[src/rtl/fetch_sequencer.sv]
// Instruction-fetch controller: owns the PC, issues one imem read at a time,
// hands each instruction to decode and handles redirects and misaligned targets.
//
// state | meaning
// IDLE  | no fetch in flight; waits for fetch_en
// REQ   | imem_req high, imem_addr held until imem_gnt
// WAIT  | request granted; waiting for imem_rvalid
// HOLD  | instruction presented to decode until instr_ready or redirect
module fetch_sequencer #(
  parameter logic [31:0] RESET_PC    = 32'h0000_0000,
  parameter logic [31:0] TRAP_VECTOR = 32'h0000_0100
) (
  input  logic        clk,
  input  logic        rst,
  input  logic        fetch_en,
  output logic        imem_req,
  output logic [31:0] imem_addr,
  input  logic        imem_gnt,
  input  logic        imem_rvalid,
  input  logic [31:0] imem_rdata,
  output logic        instr_valid,
  input  logic        instr_ready,
  output logic [31:0] instr,
  output logic [31:0] instr_pc,
  input  logic        redirect_valid,
  input  logic [31:0] redirect_addr,
  output logic        misalign_err,
  output logic [31:0] err_addr
);

  typedef enum logic [1:0] {IDLE, REQ, WAIT, HOLD} state_t;

  state_t      state, state_nxt;
  logic [31:0] pc, pc_nxt;
  logic [31:0] shadow_pc, shadow_nxt;
  logic        redir_pend, redir_pend_nxt;
  logic        discard, discard_nxt;
  logic        load_instr;
  logic        misaligned;
  logic [31:0] target;

  assign misaligned  = redirect_valid && (redirect_addr[1:0] != 2'b00);
  assign target      = misaligned ? TRAP_VECTOR : redirect_addr;
  assign imem_req    = (state == REQ);
  assign instr_valid = (state == HOLD);
  assign imem_addr   = pc;

  always_comb begin
    state_nxt      = state;
    pc_nxt         = pc;
    shadow_nxt     = shadow_pc;
    redir_pend_nxt = redir_pend;
    discard_nxt    = discard;
    load_instr     = 1'b0;
    case (state)
      IDLE: begin
        if (redirect_valid) pc_nxt = target;
        if (fetch_en) state_nxt = REQ;
      end
      REQ: begin
        if (imem_gnt) begin
          state_nxt = WAIT;
          if (redirect_valid) begin
            pc_nxt         = target;
            discard_nxt    = 1'b1;
            redir_pend_nxt = 1'b0;
          end
        end else if (redirect_valid) begin
          // imem_addr must stay put until the grant, so park the target
          shadow_nxt     = target;
          redir_pend_nxt = 1'b1;
          discard_nxt    = 1'b1;
        end
      end
      WAIT: begin
        if (redirect_valid) begin
          pc_nxt         = target;
          discard_nxt    = 1'b1;
          redir_pend_nxt = 1'b0;
        end
        if (imem_rvalid) begin
          if (discard || redirect_valid) begin
            discard_nxt    = 1'b0;
            redir_pend_nxt = 1'b0;
            state_nxt      = REQ;
            if (!redirect_valid && redir_pend) pc_nxt = shadow_pc;
          end else begin
            load_instr = 1'b1;
            state_nxt  = HOLD;
          end
        end
      end
      HOLD: begin
        if (redirect_valid || instr_ready) begin
          pc_nxt    = redirect_valid ? target : instr_pc + 32'd4;
          state_nxt = fetch_en ? REQ : IDLE;
        end
      end
      default: state_nxt = IDLE;
    endcase
  end

  always_ff @(posedge clk or negedge rst) begin
    if (!rst) begin
      state        <= IDLE;
      pc           <= RESET_PC;
      shadow_pc    <= '0;
      redir_pend   <= 1'b0;
      discard      <= 1'b0;
      instr        <= '0;
      instr_pc     <= '0;
      misalign_err <= 1'b0;
      err_addr     <= '0;
    end else begin
      state        <= state_nxt;
      pc           <= pc_nxt;
      shadow_pc    <= shadow_nxt;
      redir_pend   <= redir_pend_nxt;
      discard      <= discard_nxt;
      misalign_err <= misaligned;
      if (misaligned) err_addr <= redirect_addr;
      if (load_instr) begin
        instr    <= imem_rdata;
        instr_pc <= pc;
      end
    end
  end

endmodule

[config.mk]
export PLATFORM = sky130hd
export DESIGN_NAME = fetch_sequencer
export DESIGN_NICKNAME = d
export VERILOG_FILES = /design/src/rtl/fetch_sequencer.sv
export SDC_FILE = /design/constraint.sdc
export NUM_CORES = 1
export LEC_CHECK = 0
export CAP_MARGIN = 10
export CORE_UTILIZATION = 49
export CTS_CLUSTER_SIZE = 16
export DETAILED_ROUTE_END_ITERATION = 8
export PLACE_DENSITY = 0.84
export SKIP_CTS_REPAIR_TIMING = 1
export SYNTH_ARGS = -nofsm -noshare
export SYNTH_HDL_FRONTEND = slang
export SYNTH_SLANG_ARGS = --single-unit
[constraint.sdc]
create_clock -name clk -period 3 [get_ports clk]
set_input_delay 0.3 -clock clk [delete_from_list [all_inputs] [get_ports clk]]
set_output_delay 0.3 -clock clk [all_outputs]
set_load 0.01 [all_outputs]
==> summary.md <==
| Metric | Value |
|---|---|
| Status | `finished clean` |
| Min Hold Slack | `0.467 ns` |
| CTS Sinks | `165` |
| Rows | `45` |
| Netlist cell types | `52` |
| Nets | `984` |
| Area growth from synthesis to layout | `38.8%` |
| Post-Syn Instances | `705` |
| Post-Route Setup TNS | `0 ns` |
| Initial cell density of the core | `50.0%` |
| Worst Setup End Kind | `register` |
| Hold Path Class | `in2async` |
| Least-Margin Pin Slew | `0.783 ns` |
| Leakage power | `4.64 nW` |
| Synth warnings | `0` |
| Crit-path max FO | `31` |
| Yosys top cell area share | `54.5%` |
| Ranking of synthesized cells by area | `dfrtp_1 55%, mux2_2 9.4%, nand2_1 6.6%` |
| Slew margin rel. | `47.6%` |
| Kind of critical path | `reg2reg` |
| Die X | `126 um` |
| Port buffer count | `201` |
| Tcrit/Tclk final | `81.7%` |
| Final setup vio count | `0` |
| Detailed Routing Iterations Pass 1 | `5` |
| Worst setup SP type | `register` |
| Fin crit period | `2.45 ns` |
| CTS clk-pin slew, worst paths | `0.06 ns` |
| Synth async-reset ratio | `100%` |
| Worst-case clock buffer depth | `2` |
| CP required | `3.36 ns` |
| Clock tree root driver cell | `clkbuf_16` |
| Final WL | `21.9 mm` |
| Final antenna diode count | `0` |
| Most common cell after layout, fill and taps aside | `clkdlybuf4s50_1` |
| Total Die Area | `0.0160 mm^2` |
| Maximum resistive drop on vdd | `0.447 mV` |
| Vias in the first global route | `6696` |
| Max Cap Violations | `0` |
| Post-synth EDFFs | `0` |
| ANT nets after route | `0` |
| Share of cells above drive strength 1 | `13.7%` |
| Synth Flop Type | `dfrtp_1` |
| CTS Buf Count | `17` |
| Initial antenna violation count | `0` |
| Chip Height | `126 um` |
| Largest area contributor in the netlist | `dfrtp_1` |
| DRT iter0 DRCs | `643` |
| RSZ-0062 raised after global routing | `false` |
| Post-synthesis sequential area ratio | `54.5%` |
| Worst-Skew Late Latency | `0.42 ns` |
| Layout Skew | `0.00601 ns` |
| I/O pin cnt | `202` |
| Final GP Congestion | `0.872` |
| Core area | `0.0151 mm^2` |
| Global-route wire length before repair | `35.2 mm` |
| PD cells | `873 mW/mm^2` |
| Post-synth net total | `782` |
| Post-route DRC | `0` |
| Synthesized cell area | `0.00757 mm^2` |
| Overall track demand over capacity in global routing | `28.6%` |
| CTS HTree Levels | `4` |
| Slew Limit Fails | `0` |
| Syn avg cell area | `10.7 um^2` |
| CTS tree | `yes` |
| Largest net degree at the start of global routing | `73` |
| DR vias/cell | `6.01` |
| Fmax | `408 MHz` |
| Post-DP HPWL | `15.3 mm` |
| Congestion Overflow GR | `0` |
| Vias post-DR | `6654` |
| Total power | `9.17 mW` |
| Commonest cells after routing, fill and taps aside | `200 x clkdlybuf4s50_1, 165 x dfrtp_1, 133 x nand2_1` |
| Crit path DAT | `2.81 ns` |
| Flops & latches, synth | `165` |
| Drt wl/cell | `19.8 um` |
| Final hold viol count | `0` |
-- power breakdown --
group	leakage [nW]	switching [mW]	total, mW	internal [mW]
Sequential	2.14	0.700	3.63	2.93
Clock	0.309	0.862	2.34	1.48
Combinational	2.19	1.44	3.20	1.77
-- logic make-up (layout without fill, tap and decap cells) --
logic type | count (synthesis) | after routing | synth area share (%)
buffers and inverters | 52 | 266 | 2.68
adder cells (fa/ha/maj) | 6 | 6 | 0.992
multiplexers | 63 | 63 | 9.37
AND/OR/NAND/NOR | 229 | 229 | 13.9
AO/OA/AOI/OAI | 167 | 167 | 15.8
flip-flops | 165 | 165 | 54.5
XOR/XNOR | 23 | 23 | 2.66
-- Yosys cell counts (all sizes together), types with 4 or more instances --
cell type	number
a21oi	24
ha	6
nand3	22
o221ai	5
xnor2	9
and3	14
a222oi	4
a22o	33
nand2	133
o21ai	37
o22ai	9
mux2	63
a221o	6
a22oi	8
clkbuf	32
nor2	17
inv	10
buf	9
and4	5
and2	4
nor4	4
a31oi	4
dfrtp	165
a221oi	14
nor3	8
xor2	14
nand4	9
-- worst max-delay path, cell delays in order, from the launching register on --
cell	delay (ns)
dfrtp_1	0.42
inv_1	0.16
ha_1	0.41
nand4_1	0.34
nor2_2	0.19
buf_4	0.37
a221oi_1	0.19
o211ai_1	0.15
a22o_1	0.16
-- final cells by class --
type | count | area (um^2)
Inverter | 11 | 41.3
Sequential cell | 165 | 4130
Multi-Input combinational cell | 488 | 3260
Tap cell | 188 | 235
Timing Repair Buffer | 224 | 2210
Clock inverter | 8 | 146
Fill cell | 1137 | 4640
Clock buffer | 23 | 488
-- flip-flops by register name, indices dropped and copies added (netlist names) --
signal        cells
shadow_pc        32
discard           1
state             2
misalign_err      1
instr_pc         32
redir_pend        1
imem_addr        32
err_addr         32
instr            32
-- per-stage QoR --
step | setup slack (ns) | instance area (um^2) | utilization [%] | cells
final | 0.548 | 10500 | 69.4 | 1107
after CTS | 0.601 | 10500 | 69.3 | 1106
after global routing | 0.348 | 10500 | 69.4 | 1107
after detailed placement | 0.568 | 9870 | 65.1 | 1075
after global placement | 0.659 | 9870 | 65.1 | 1075
after floorplan | 0.733 | 7570 | - | 705
-- worst paths after layout --
kind / slack [ns] / from / to / depth (start not counted)
worst max-delay path: 0.55 / state[0]$_DFFE_PN0P_ / imem_addr[7]$_DFFE_PN0P_ / 8
worst min-delay path: 0.47 / rst / err_addr[4]$_DFFE_PN0P_ / 2
worst max register to register: 0.55 / state[0]$_DFFE_PN0P_ / imem_addr[7]$_DFFE_PN0P_ / 8
worst min register to register: 0.47 / err_addr[28]$_DFFE_PN0P_ / err_addr[28]$_DFFE_PN0P_ / 2
max in group asynchronous: 1.71 / rst / shadow_pc[29]$_DFFE_PN0P_ / 3
min in group clk: 0.47 / redirect_addr[2] / err_addr[2]$_DFFE_PN0P_ / 3
-- metal layers --
| metal | part of all wire [%] | up-vias | global-route usage [%] |
|---|---|---|---|
| li1 | - | 2968 | - |
| met5 | 0 | - | 0 |
| met4 | 2.9 | 0 | 12.2 |
| met1 | 41 | 3287 | 36.4 |
| met3 | 7.2 | 61 | 7.13 |
| met2 | 49 | 338 | 46.7 |
(Power assumes the default switching activity.)
